**src/rtl/quad_step_decoder.sv**
```systemverilog
// quad_step_decoder: synchronised, glitch-filtered quadrature decoder with step/dir, error pulse and wrapping position.
// Build option QUAD_X1_MODE_EN selects x1 decoding (one step per full cycle); default is x4.
module quad_step_decoder #(
    parameter int FILTER_CYCLES = 4,
    parameter int POS_BITS = 3
) (
    input  logic                clk,
    input  logic                reset,
    input  logic                a,
    input  logic                b,
    input  logic                load,
    input  logic [POS_BITS-1:0] D,
    output logic                step,
    output logic                dir,
    output logic                err,
    output logic [POS_BITS-1:0] pos,
    output logic                locked
);
    typedef enum logic {INIT, TRACK} state_t;
    state_t state;
    logic [1:0] a_sync, b_sync, s, s_prev, filt, d;
    logic [7:0] cnt;
    logic accept, fwd, rev, bad, pulse;
    function automatic logic [1:0] g2b(input logic [1:0] g);
        return {g[1], g[1] ^ g[0]};
    endfunction
    assign s = {a_sync[1], b_sync[1]};
    // Gray-to-binary distance: +1 forward, -1 reverse, 2 means both bits flipped
    assign d = g2b(s) - g2b(filt);
    assign fwd = d == 2'd1;
    assign rev = d == 2'd3;
    assign bad = d == 2'd2;
    assign accept = s == s_prev && cnt == 8'(FILTER_CYCLES - 1) && (state == INIT || s != filt);
`ifdef QUAD_X1_MODE_EN
    assign pulse = (fwd | rev) && s == 2'b00;
`else
    assign pulse = fwd | rev;
`endif
    always_ff @(posedge clk) begin
        if (reset) begin
            a_sync <= '0;
            b_sync <= '0;
            s_prev <= '0;
            filt   <= '0;
            cnt    <= '0;
            state  <= INIT;
            step   <= 1'b0;
            dir    <= 1'b1;
            err    <= 1'b0;
            pos    <= '0;
            locked <= 1'b0;
        end else begin
            a_sync <= {a_sync[0], a};
            b_sync <= {b_sync[0], b};
            s_prev <= s;
            cnt    <= s != s_prev ? 8'd0 : cnt == 8'(FILTER_CYCLES) ? cnt : cnt + 8'd1;
            step   <= 1'b0;
            err    <= 1'b0;
            // pos follows the registered step exactly like the downstream counter
            pos    <= load ? D : step ? (dir ? pos + POS_BITS'(1) : pos - POS_BITS'(1)) : pos;
            if (accept) begin
                filt <= s;
                if (state == INIT) begin
                    state  <= TRACK;
                    locked <= 1'b1;
                end else begin
                    step <= pulse;
                    err  <= bad;
                    if (pulse) dir <= fwd;
                end
            end
        end
    end
endmodule

```
**config.mk**
```make
export PLATFORM = sky130hd
export DESIGN_NAME = quad_step_decoder
export DESIGN_NICKNAME = d
export VERILOG_FILES = /design/src/rtl/quad_step_decoder.sv
export SDC_FILE = /design/constraint.sdc
export NUM_CORES = 1
export LEC_CHECK = 0
export ABC_AREA = 0
export CAP_MARGIN = 20
export CORE_MARGIN = 3
export CORE_UTILIZATION = 34
export DETAILED_ROUTE_END_ITERATION = 12
export DONT_BUFFER_PORTS = 1
export PLACE_DENSITY = 0.59
export RECOVER_POWER = 100
export SLEW_MARGIN = 20
export SYNTH_ARGS = -nofsm -noshare
export SYNTH_HDL_FRONTEND = slang
export SYNTH_SLANG_ARGS = --single-unit
```
**constraint.sdc**
```tcl
create_clock -name clk -period 2.1 [get_ports clk]
set_input_delay 0.315 -clock clk [delete_from_list [all_inputs] [get_ports clk]]
set_output_delay 0.315 -clock clk [all_outputs]
set_load 0.03 [all_outputs]
```
==> results of run 1 <==
[cell usage after synthesis]
cell | instances | area [um2]
ha_1 | 3 | 37.5
or4b_4 | 1 | 13.8
and3_1 | 1 | 6.26
xnor2_1 | 7 | 61.3
or4_1 | 1 | 7.51
buf_6 | 1 | 11.3
dfxtp_1 | 24 | 480
a21oi_1 | 6 | 30.0
nor4b_1 | 2 | 17.5
nand2b_1 | 2 | 12.5
xor2_1 | 10 | 87.6
nor2b_1 | 6 | 37.5
nor3_1 | 1 | 5.00
fa_1 | 1 | 20.0
nor2_1 | 18 | 67.6
nor4b_4 | 1 | 23.8
mux2i_1 | 5 | 50.1
nand2_1 | 3 | 11.3
o21a_1 | 1 | 7.51
nand3_1 | 5 | 25.0
or3_4 | 1 | 11.3
or3_1 | 1 | 6.26
nor4_1 | 1 | 6.26
nor4_4 | 1 | 21.3
clkbuf_1 | 1 | 3.75
inv_1 | 6 | 22.5
and3_2 | 1 | 7.51
[worst paths after layout]
kind | start | to | cells after the start
worst min register to register | a_sync[0] | a_sync[1] | 1
worst min-delay path | reset | b_sync[1] | 1
worst max-delay path | cnt[0] | dir | 5
worst max register to register | cnt[0] | dir | 5
[logic make-up after synthesis]
| kind of cell | count (synthesis) | synth area share, % |
|---|---|---|
| XOR/XNOR | 17 | 13.6 |
| buffers and inverters | 8 | 3.44 |
| multiplexers | 5 | 4.58 |
| adder cells (fa/ha/maj) | 4 | 5.27 |
| flip-flops | 24 | 44.0 |
| AO/OA/AOI/OAI | 7 | 3.44 |
| AND/OR/NAND/NOR | 46 | 25.7 |
[registers in the layout (all words and copies together) (netlist names)]
register,cells
a_sync,2
b_sync,2
cnt,8
dir,1
err,1
filt,2
locked,1
pos,3
s_prev,2
state,1
step,1
[power by group through the flow]
stage	logic (W)	clock network [W]	registers, W
after floorplan	0.0000578	0	0.000502
after global placement	0.0000617	0	0.000504
after detailed placement	0.0000636	0	0.000506
after CTS	0.0000641	0.000252	0.000496
after global routing	0.0000712	0.000272	0.000499
final	0.0000613	0.000239	0.000495
[area by class of cell]
type	instances	area [um2]	area share [%]
flip-flops and latches	24	480	41.3
well taps	42	52.6	4.52
clock buffers	4	36.3	3.12
inverters	6	22.5	1.94
repair buffers	2	11.3	0.968
multi-input cells	79	561	48.2
[per-layer routing]
metal	global-route usage, %	vias to the layer above	part of all wire [%]
met5	0	-	0
met4	4.13	0	1.7
met3	4.14	2	6.1
met2	15.0	13	44
met1	11.7	333	48
li1	-	371	-
[stage by stage]
stage	total power, W	hold WS (ns)	cell area [um2]	setup WS [ns]
5_1_grt	0.000842	0.0190	1160	0.0519
2_1_floorplan	0.000560	0.387	1090	0.253
6_report	0.000795	0.0494	1160	0.192
3_3_place_gp	0.000566	0.388	1140	0.291
4_1_cts	0.000812	0.0352	1180	0.203
3_5_place_dp	0.000569	0.390	1140	0.247
[worst register-to-register path: cells and delay by family, from the launching register on]
family / cells / cell delay [ns]
DFF: 1 / 0.45
muxes: 1 / 0.20
and+or+nand+nor: 3 / 0.94
adders and majority gates: 1 / 0.27
==> implementation parameters, run 1 <==
Parameter                              Value

Placement
  Sum of net half-perimeters after detailed placement    1.32 mm
  Weighted congestion reported at the end of routability-driven placement    0.777
  Number of I/O port buffers    0
  Cell count after placement    153

Route
  Final wirelength    1.70 mm
  Detail Route Antenna Nets    0
  Number of iterations in the first detailed-routing pass    3
  First DRT Iteration DRCs    12
  DRC viols    0
  Routed wire length per instance    10.8 um
  Overall via count from detail_route    719
  Avg Vias per Cell    4.58

Min path
  Tightest Hold Check Type    input port to register

Clock network
  Number of buffers on the longest clock path    2
  Clk_lat worst skew    0.31 ns
  Number of levels in the clock H-tree    1
  Number of buffers added for setup after CTS    0
  Number of buffers created by CTS    3
  Count of clock tree sinks    24
  CTS tree    yes
  Count of hold buffers inserted by post-cts repair    0
  Clk Tree Root Cell    clkbuf_4
  Count of instances resized after the clock tree is built    0
  Clock Pin Slew Worst Setup and Hold Paths    0.12 ns

Layout
  Most common cell after layout, fill and taps aside    dfxtp_1
  Layout Cells excl Fill    157
  Final core utilization    40.1%
  Commonest non-fill, non-tap cells in the layout    dfxtp_1, nor2_1, xor2_1
  Number of nets in the final layout    128
  Antenna cell count    0
  Filler Cells Inserted    313
  Layout cell share with drive strength beyond 1    7.83%
  Synth-to-Final Area Change    6.53%

STA
  Final-report max-slew violation count    0
  Portion of the clock cycle consumed by the worst path in the final layout    90.8%
  Pin slew with the least headroom to its limit    0.464 ns
  F_max    524 MHz
  Remaining max-slew budget at the tightest pin    69.1%
  Unrepaired setup endpoints after global routing    no
  Total negative slack for setup checks    0 ns
  # setup viols final    0
  Shortest period the worst path allows    1.91 ns
  Worst setup skew after layout    0.00189 ns
  Final number of hold-violating endpoints    0

Floorplan
  Rows    19
  Floorplan die area    3930 um2
  Die height    62.7 um
  Die W    62.7 um
  Core Region    2900 um2
  Starting Density    37.7%
  I/O pin cnt    15

Critical path
  Kind of cell with the highest combined delay on the critical path    simple AND/OR/NAND/NOR gates
  Arrival time reported for the critical path endpoint    2.16 ns
  Required time at the endpoint of the critical path    2.35 ns
  Register-to-register setup slack    0.19 ns
  WS Path Type    register to register
  Sort of element at the end of the critical path    register
  Number of buffer and inverter stages on the critical path    0
  Startpoint class of the critical path    register
  Critical-path maximum fanout    6
  Slowest stage delay, CP    0.48 ns
  CP cell instances    ha_1 > or4b_4 > nor4_2 > nor4b_4 > mux2i_1
  Worst-path cell with the longest stage delay    or4b_4

Global routing
  Largest net degree at the start of global routing    18
  Number of global-route vias before repair    697
  Initial antenna violation count    0
  Global-route total usage across every layer    9.69%
  First-pass GRT wire length    3.08 mm
  Gr ovfl total    0

Synth
  Post-synthesis cell area    1090 um2
  Number of distinct library cell variants in the gate-level netlist after synthesis    27
  Synthesized net count    123
  Warnings, synthesis    0
  Post-synthesis average cell area    9.84 um2
  Synthesized instance count    111
  Yosys reg bits    24
  Proportion of synthesized chip area in sequential cells    44.0%

Run status
  Outcome    complete, no violations

Power and ir drop
  NetSw    0.000188 W
  Worst VDD drop    0.000451 V
  Clock share of power    30.1%
  Internal power of the cells    0.000607 W
  Cell area power density    683 nW/um2
  Combinational share of power    7.7%
  Power share of the sequential group    62.2%
  Switching power share of the total    23.7%
  Leakage power summed over all cells    0.476 nW

Flow run
  Max Cap Viol    0
No activity file was read; power rests on OpenSTA's default activity.
==> run 2: changes to the inputs <==
--- a/config.mk
+++ b/config.mk
@@ -8,10 +8,10 @@
 export ABC_AREA = 0
 export CAP_MARGIN = 20
 export CORE_MARGIN = 3
-export CORE_UTILIZATION = 34
+export CORE_UTILIZATION = 60
 export DETAILED_ROUTE_END_ITERATION = 12
 export DONT_BUFFER_PORTS = 1
-export PLACE_DENSITY = 0.59
+export PLACE_DENSITY = 0.87
 export RECOVER_POWER = 100
 export SLEW_MARGIN = 20
 export SYNTH_ARGS = -nofsm -noshare
==> implementation parameters, run 2 (synthesis results as in run 1) <==
Parameter                              Value

Clock network
  Count of instances resized after the clock tree is built    0 (unchanged)
  CTS tree    yes (unchanged)
  Number of levels in the clock H-tree    1 (unchanged)
  Clk_lat worst skew    0.31 ns (about the same)
  Count of clock tree sinks    24 (unchanged)
  Number of buffers on the longest clock path    2 (unchanged)
  Count of hold buffers inserted by post-cts repair    0 (unchanged)
  Clk Tree Root Cell    clkbuf_4 (unchanged)
  Number of buffers created by CTS    3 (unchanged)
  Clock Pin Slew Worst Setup and Hold Paths    0.12 ns (about the same)
  Number of buffers added for setup after CTS    0 (unchanged)

Min path
  Startpoint of the lowest-slack hold path    reset (unchanged)
  Hold path endpoint    b_sync[1] (unchanged)
  Number of cells on the worst hold path    1 (unchanged)
  Tightest Hold Check Type    input port to register (unchanged)

STA
  Remaining max-slew budget at the tightest pin    68.8% (was 69.1%)
  Final-report max-slew violation count    0 (unchanged)
  F_max    518 MHz (was 524 MHz)
  Worst setup skew after layout    0.00196 ns (was 0.00189 ns)
  Final number of hold-violating endpoints    0 (unchanged)
  Shortest period the worst path allows    1.93 ns (was 1.91 ns)
  Unrepaired setup endpoints after global routing    no (unchanged)
  Total negative slack for setup checks    0 ns (unchanged)
  # setup viols final    0 (unchanged)
  Portion of the clock cycle consumed by the worst path in the final layout    92.0% (was 90.8%)
  Pin slew with the least headroom to its limit    0.468 ns (was 0.464 ns)

Power and ir drop
  Worst VDD drop    0.000547 V (was 0.000451 V)
  Cell area power density    693 nW/um2 (was 683 nW/um2)
  Leakage power summed over all cells    0.474 nW (was 0.476 nW)
  Combinational share of power    8.2% (was 7.7%)
  Switching power share of the total    23.5% (was 23.7%)
  Power share of the sequential group    62.4% (was 62.2%)
  Clock share of power    29.4% (was 30.1%)
  NetSw    0.000187 W (was 0.000188 W)
  Internal power of the cells    0.000607 W (about the same)

Critical path
  Worst reg2reg path depth    5 (unchanged)
  Startpoint class of the critical path    register (unchanged)
  Worst-path cell with the longest stage delay    or4b_1 (was or4b_4)
  Arrival time reported for the critical path endpoint    2.18 ns (was 2.16 ns)
  Required time at the endpoint of the critical path    2.35 ns (about the same)
  Sort of element at the end of the critical path    register (unchanged)
  Critical-path maximum fanout    6 (unchanged)
  Reg2Reg Launch Point    cnt[0] (unchanged)
  WS Path Type    register to register (unchanged)
  Slowest stage delay, CP    0.50 ns (was 0.48 ns)
  Destination of the worst register-to-register timing path    dir (unchanged)
  CP cell instances    ha_1 > or4b_1 > nor4_4 > nor4b_4 > mux2i_1 (was ha_1 > or4b_4 > nor4_2 > nor4b_4 > mux2i_1)
  Register-to-register setup slack    0.17 ns (was 0.19 ns)

Global routing
  Largest net degree at the start of global routing    18 (unchanged)
  First-pass GRT wire length    3.04 mm (was 3.08 mm)
  Initial antenna violation count    0 (unchanged)
  Number of global-route vias before repair    733 (was 697)
  Gr ovfl total    0 (unchanged)
  Global-route total usage across every layer    16.2% (was 9.69%)

Floorplan
  Starting Density    67.8% (was 37.7%)
  Die height    48.7 um (was 62.7 um)
  Core Region    1610 um2 (was 2900 um2)
  Die W    48.7 um (was 62.7 um)
  Rows    14 (was 19)
  I/O pin cnt    15 (unchanged)
  Floorplan die area    2370 um2 (was 3930 um2)

Placement
  Weighted congestion reported at the end of routability-driven placement    0.813 (was 0.777)
  Cell count after placement    135 (was 153)
  Sum of net half-perimeters after detailed placement    1.33 mm (was 1.32 mm)
  Number of I/O port buffers    0 (unchanged)

Layout
  Filler Cells Inserted    135 (was 313)
  Layout cell share with drive strength beyond 1    6.96% (was 7.83%)
  Sequential cell area    480 um2 (unchanged)
  Most common cell after layout, fill and taps aside    dfxtp_1 (unchanged)
  Layout Cells excl Fill    139 (was 157)
  Commonest non-fill, non-tap cells in the layout    dfxtp_1, nor2_1, xor2_1 (unchanged)
  Final core utilization    71.1% (was 40.1%)
  Synth-to-Final Area Change    4.93% (was 6.53%)
  Register with the highest flop count    cnt (unchanged)
  Flip-flop count of the largest register after layout    8 (unchanged)
  Antenna cell count    0 (unchanged)
  Registers with the most flip-flops    cnt x8, pos x3 (unchanged)
  Number of nets in the final layout    128 (unchanged)
  Area of the multi-input gates    566 um2 (was 561 um2)

Flow run
  Max Cap Viol    0 (unchanged)

Route
  Detail Route Antenna Nets    0 (unchanged)
  Overall via count from detail_route    747 (was 719)
  Number of iterations in the first detailed-routing pass    6 (was 3)
  Final wirelength    1.76 mm (was 1.70 mm)
  Routed wire length per instance    12.7 um (was 10.8 um)
  First DRT Iteration DRCs    13 (was 12)
  DRC viols    0 (unchanged)
  Avg Vias per Cell    5.37 (was 4.58)

Run status
  Outcome    complete, no violations (unchanged)
run 2: area by class of cell:
class                           instances  share of cell area, %
Inverter                                6                   1.97
Timing Repair Buffer                    2                  0.983
Sequential cell                        24                   41.9
Multi-Input combinational cell         79                   49.3
Tap cell                               24                   2.62
Clock buffer                            4                   3.17
run 2: how the worst max path moves through the flow:
| stage | start | to | slack (ns) | depth (start not counted) |
|---|---|---|---|---|
| 6_report | cnt[0] | dir | 0.17 | 5 |
| 2_1_floorplan | cnt[0] | dir | 0.25 | 5 |
| 3_3_place_gp | cnt[0] | dir | 0.30 | 5 |
| 3_5_place_dp | cnt[1] | dir | 0.22 | 5 |
| 5_1_grt | cnt[1] | dir | 0.05 | 5 |
| 4_1_cts | cnt[1] | dir | 0.19 | 5 |
run 2: metal layers:
metal	vias up	GRT usage [%]	part of all wire (%)
met3	6	4.91	7.7
met4	0	7.11	2.1
met1	339	17.7	42
met5	-	0	0
met2	27	28.7	48
li1	375	-	-
run 2: through the flow:
step | setup WS (ns) | total power, W | hold slack, ns | cell area [um2]
CTS | 0.188 | 0.000806 | 0.0422 | 1160
global route | 0.0478 | 0.000831 | 0.0318 | 1150
global placement | 0.304 | 0.000565 | 0.387 | 1120
floorplan | 0.253 | 0.000560 | 0.387 | 1090
finish | 0.169 | 0.000794 | 0.0560 | 1150
detailed placement | 0.217 | 0.000571 | 0.390 | 1120
run 2: critical path: cells and delay by family (launching register included):
kind / cells / cell delay (ns)
multiplexers: 1 / 0.21
flip-flops: 1 / 0.45
adder cells (fa/ha/maj): 1 / 0.29
AND/OR/NAND/NOR: 3 / 0.92
run 2: power groups by stage:
stage / Combinational [W] / Clock (W) / Sequential, W
floorplan: 0.0000578 / 0 / 0.000502
global placement: 0.0000605 / 0 / 0.000504
detailed placement: 0.0000652 / 0 / 0.000506
CTS: 0.0000660 / 0.000244 / 0.000496
global route: 0.0000726 / 0.000260 / 0.000499
finish: 0.0000648 / 0.000234 / 0.000496
==> RTL change 1: new RTL, flow settings as in run 1 <==
Register the output `err` once more, without a reset; this adds one clock of latency there. The other outputs are not delayed to match.
--- a/src/rtl/quad_step_decoder.sv
+++ b/src/rtl/quad_step_decoder.sv
@@ -17,6 +17,8 @@
     output logic                locked
 );
     typedef enum logic {INIT, TRACK} state_t;
+
+    logic err_s0;
     state_t state;
     logic [1:0] a_sync, b_sync, s, s_prev, filt, d;
     logic [7:0] cnt;
@@ -46,7 +48,7 @@
             state  <= INIT;
             step   <= 1'b0;
             dir    <= 1'b1;
-            err    <= 1'b0;
+            err_s0 <= 1'b0;
             pos    <= '0;
             locked <= 1'b0;
         end else begin
@@ -55,7 +57,7 @@
             s_prev <= s;
             cnt    <= s != s_prev ? 8'd0 : cnt == 8'(FILTER_CYCLES) ? cnt : cnt + 8'd1;
             step   <= 1'b0;
-            err    <= 1'b0;
+            err_s0 <= 1'b0;
             // pos follows the registered step exactly like the downstream counter
             pos    <= load ? D : step ? (dir ? pos + POS_BITS'(1) : pos - POS_BITS'(1)) : pos;
             if (accept) begin
@@ -65,11 +67,15 @@
                     locked <= 1'b1;
                 end else begin
                     step <= pulse;
-                    err  <= bad;
+                    err_s0 <= bad;
                     if (pulse) dir <= fwd;
                 end
             end
         end
     end
+    always_ff @(posedge clk) begin
+        err <= err_s0;
+    end
+
 endmodule
 
Check against the original RTL: not equivalent (a bounded check fails within 10 cycles, from zero or initial values and one cycle with reset high).
==> RTL change 1 against run 1 <==
Power shrank 0.96%. Die area grew 1.7%. Combinational power increased by 1%. Synthesized area grew 1.8%. Hold slack worse by 0.0047 ns. Final area rose by 1.5%. Setup slack got worse by 0.013 ns. Sequential power rose by 4%. Sequential cell count grew 1. Clock power shrank 11%. Wire length shrank 0.18%. Critical path type unchanged.
==> RTL change 1: results (changes against run 1) <==
Synth
  – Avg Cell Area, Syn: 9.93 um^2 (was 9.84 um^2)
  – Post-synth top cells: dfxtp_1 (25), nor2_1 (18), xor2_1 (10) (was dfxtp_1 (24), nor2_1 (18), xor2_1 (10))
  – Post-synth ARST share: 0% (unchanged)
  – Synth cell types: 27 (unchanged)
  – Top-area cell type share of the netlist area: 45.0% (was 44.0%)
  – Yosys warnings: 0 (unchanged)
  – Post-synthesis net count: 124 (was 123)
  – Mux contribution to synthesized area: 4.50% (was 4.58%)
  – Register area share after synthesis: 45.0% (was 44.0%)
  – Synth Area in Compound Gates: 3.37% (was 3.44%)
  – Post-synthesis xor/xnor area fraction: 13.4% (was 13.6%)
  – Adder-Cell Fraction of Synth Area: 5.17% (was 5.27%)
  – Synth top area cells: dfxtp_1 (45%), xor2_1 (7.9%), nor2_1 (6.1%) (was dfxtp_1 (44%), xor2_1 (8.0%), nor2_1 (6.2%))

CTS
  – CTS max path bufs: 2 (unchanged)
  – Skew-Pair Late Insertion Delay: 0.32 ns

Timing
  – Worst-case clock skew: 0.0101 ns (was 0.00189 ns)
  – Slew of the pin with the lowest slew margin: 0.471 ns (was 0.464 ns)

Final layout
  – Layout Nets: 129 (was 128)
  – Largest regs: cnt: 8 flops, pos: 3 flops (unchanged)
  – Share of layout cells above drive strength 1: 6.03% (was 7.83%)

Route
  – Pre-antenna DRT Iters: 4 (was 3)
  – Iteration-0 DRC Markers: 12 (unchanged)
  – Final WL: 1.70 mm (about the same)
  – Via count: 730 (was 719)
  – Vias per cell: 4.56 (was 4.58)

Power
  – Pleak: 0.000476 uW (about the same)
  – Largest vdd supply drop: 334 uV (was 451 uV)

Placement
  – Placed instance area: 1170 um^2 (was 1140 um^2)
  – Final RePlAce weighted congestion: 0.796 (was 0.777)
  – Worst slack, placed: 0.236 ns (was 0.247 ns)
  – Placed Cells: 156 (was 153)
  – Placed wire-length estimate: 1.26 mm (was 1.32 mm)

Critical path
  – Kind of cell adding the most delay to the critical path: simple AND/OR/NAND/NOR gates (unchanged)
  – Crit-path slowest cell: or4b_1 (was or4b_4)
  – Critical Path Max Stage Delay: 0.50 ns (was 0.48 ns)

Global route
  – Total GRT Usage: 9.64% (was 9.69%)

Status
  – Status: completed (unchanged)
==> RTL change 1: cell count changes in the layout (fill, tap and decap cells not counted), sizes merged <==
cell,change
dfxtp,+1
==> RTL change 1: cell families (layout without fill, tap and decap cells) <==
logic type / Yosys count / count (layout)
xor gates and xnor gates: 17 / 17
and+or+nand+nor: 46 / 46
buffers and inverters: 8 / 12
DFF: 25 / 25
adders and majority gates: 4 / 4
muxes: 5 / 5
AOI/OAI and AO/OA: 7 / 7
==> RTL change 1: layout make-up <==
type / instances / area [um^2]
flip-flops and latches: 25 / 500
multi-input cells: 79 / 566
inverters: 6 / 22.5
clock buffers: 4 / 26.3
repair buffers: 2 / 11.3
fillers: 325 / 1900
well taps: 44 / 55.1
==> RTL change 1: path summary, 6_finish.rpt <==
kind              depth (start not counted)                  to  slack [ns]                start
setup / recovery                          5    dir$_SDFFE_PP1P_        0.18  cnt[0]$_SDFFE_PP0P_
hold / removal                            1  state$_SDFFE_PP0N_        0.04                reset
setup reg to reg                          5    dir$_SDFFE_PP1P_        0.18  cnt[0]$_SDFFE_PP0P_
hold reg to reg                           0         err$_DFF_P_        0.35    err_s0$_SDFF_PP0_
==> RTL change 1: report_power, final <==
| group | switching (uW) | internal, uW | total (uW) |
|---|---|---|---|
| clock | 138 | 74.3 | 212 |
| combinational | 31.7 | 30.2 | 61.9 |
| sequential | 24.3 | 489 | 514 |
| total | 194 | 594 | 788 |
==> RTL change 1: per-layer routing <==
layer,track usage (%),vias to the layer above,share of wire (%)
met1,11.4,341,47
met5,0,-,0
met4,4.04,0,1.7
li1,-,376,-
met3,4.28,2,4.8
met2,15.2,11,46
==> RTL change 2: new RTL, settings of run 1 <==
Made on the original files. The option `QUAD_X1_MODE_EN` is turned on by a define.
--- a/src/rtl/quad_step_decoder.sv
+++ b/src/rtl/quad_step_decoder.sv
@@ -1,5 +1,7 @@
 // quad_step_decoder: synchronised, glitch-filtered quadrature decoder with step/dir, error pulse and wrapping position.
 // Build option QUAD_X1_MODE_EN selects x1 decoding (one step per full cycle); default is x4.
+`define QUAD_X1_MODE_EN
+
 module quad_step_decoder #(
     parameter int FILTER_CYCLES = 4,
     parameter int POS_BITS = 3
Function: changed (Yosys sat finds a counterexample within 10 cycles, from zero or initial values and one cycle with reset high).
==> RTL change 2 against run 1 <==
Highest routed layer unchanged. Power rose by 1.6%. Final area fell by 0.54%. Wire length rose by 6.9%. Cell count rose by 3.8%. Sequential cell count did not move. Critical path depth did not move. Setup slack improved by 0.019 ns. Synthesized area rose by 0.34%. Non-clock buffer count fell by 1.
==> RTL change 2: results (changes against run 1) <==
Synth
  – Synth cell types: 32 (was 27)
  – Post-synthesis net count: 131 (was 123)
  – Post-synth top cells: dfxtp_1 (24), nor2_1 (17), a21oi_1 (9), inv_1 (9), xor2_1 (9) (was dfxtp_1 (24), nor2_1 (18), xor2_1 (10))
  – Yosys warnings: 0 (unchanged)
  – Post-synth ARST share: 0% (unchanged)
  – Register area share after synthesis: 43.8% (was 44.0%)
  – Synth top area cells: dfxtp_1 (44%), xor2_1 (7.2%), nor2_1 (5.8%) (was dfxtp_1 (44%), xor2_1 (8.0%), nor2_1 (6.2%))

Global route
  – Total GRT Usage: 10.1% (was 9.69%)
  – Vias in the first global route: 749 (was 697)
  – Largest net degree at the start of global routing: 18 (unchanged)
  – Met1 GRT Util: 11.9% (was 11.7%)
  – Met2 GRT Util: 16.8% (was 15.0%)
  – Met3 Use GR: 2.88% (was 4.14%)
  – Antenna violations before repair: 0 (unchanged)
  – First-pass GRT wire length: 3.21 mm (was 3.08 mm)

Route
  – Iteration-0 DRC Markers: 27 (was 12)
  – Via count: 771 (was 719)
  – Pre-antenna DRT Iters: 4 (was 3)
  – WL/cell: 11.2 um (was 10.8 um)
  – Detail Route Antenna Nets: 0 (unchanged)

Placement
  – Placed wire-length estimate: 1.33 mm (was 1.32 mm)
  – Placed instance area: 1140 um^2 (about the same)
  – Worst slack, placed: 0.309 ns (was 0.247 ns)
  – Port bufs: 0 (unchanged)
  – Final RePlAce weighted congestion: 0.828 (was 0.777)

CTS
  – Reg clk slew, reported paths: 0.14 ns (was 0.12 ns)
  – CTS max path bufs: 2 (unchanged)
  – Setup Fix Bufs, Post-CTS: 0 (unchanged)
  – Total CTS buffers: 3 (unchanged)
  – Skew-Pair Late Insertion Delay: 0.32 ns
  – Clk root buf: clkbuf_4 (unchanged)
  – H-tree levels: 1 (unchanged)
  – Post-CTS Resized: 0 (unchanged)

Power
  – P_seq: 493 uW
  – Pleak: 0.000448 uW (was 0.000476 uW)
  – Int Pwr: 605 uW (was 607 uW)
  – Largest vdd supply drop: 255 uV (was 451 uV)
  – Clk power: 251 uW (was 239 uW)

Final layout
  – Top reg by flops: cnt (unchanged)
  – Share of layout cells above drive strength 1: 6.61% (was 7.83%)
  – Largest regs: cnt: 8 flops, pos: 3 flops (unchanged)
  – Filler cells: 299 (was 313)
  – Layout Nets: 135 (was 128)
  – N_diodes: 0 (unchanged)

Timing
  – Slew of the pin with the lowest slew margin: 0.477 ns (was 0.464 ns)
  – Worst-case clock skew: 0.0111 ns (was 0.00189 ns)

Critical path
  – CP max FO: 7 (was 6)
  – Crit path DAT: 2.15 ns

Hold path
  – Hold Crit Class: primary input to flip-flop (unchanged)

Status
  – Status: completed (unchanged)
[RTL change 2: routing by layer]
layer | part of all wire [%] | routed length (um)
met5 | 0 | 0
met4 | 1.1 | 20
met3 | 4.6 | 83
met2 | 46 | 834
met1 | 49 | 883
[RTL change 2: cell families (layout without fill, tap and decap cells)]
logic type,Yosys count,in the layout,share of synthesized area (%)
flip-flops,24,24,43.8
AND/OR/NAND/NOR,45,45,22.8
AO/OA/AOI/OAI,15,15,7.88
XOR/XNOR,16,16,12.8
adder cells (fa/ha/maj),5,5,6.39
multiplexers,2,2,1.83
buffers and inverters,11,14,4.45
[RTL change 2: critical path, cell delays in order (launching register included)]
cell	delay, ns
dfxtp_1	0.45
ha_1	0.28
nor4b_1	0.32
and2_0	0.40
nand3_1	0.20
nor3_2	0.19
[RTL change 2: final timing paths]
check	cells after the start	endpoint	from	slack, ns
setup / recovery	5	err$_SDFF_PP0_	cnt[0]$_SDFFE_PP0P_	0.21
hold / removal	1	s_prev[1]$_SDFF_PP0_	reset	0.03
setup reg to reg	5	err$_SDFF_PP0_	cnt[0]$_SDFFE_PP0P_	0.21
hold reg to reg	1	a_sync[1]$_SDFF_PP0_	a_sync[0]$_SDFF_PP0_	0.45
[RTL change 2: cell type report]
| cell class | count | area (um^2) | share of cell area, % |
|---|---|---|---|
| Clock buffer | 4 | 36.3 | 3.14 |
| Inverter | 9 | 33.8 | 2.92 |
| Multi-Input combinational cell | 83 | 551 | 47.6 |
| Sequential cell | 24 | 480 | 41.5 |
| Tap cell | 42 | 52.6 | 4.54 |
| Timing Repair Buffer | 1 | 3.75 | 0.324 |
[RTL change 2: metrics by stage]
step | std cells | power, uW
finish | 163 | 808
global route | 163 | 849
CTS | 163 | 813
detailed placement | 159 | 568
global placement | 159 | 566
floorplan | 118 | 558
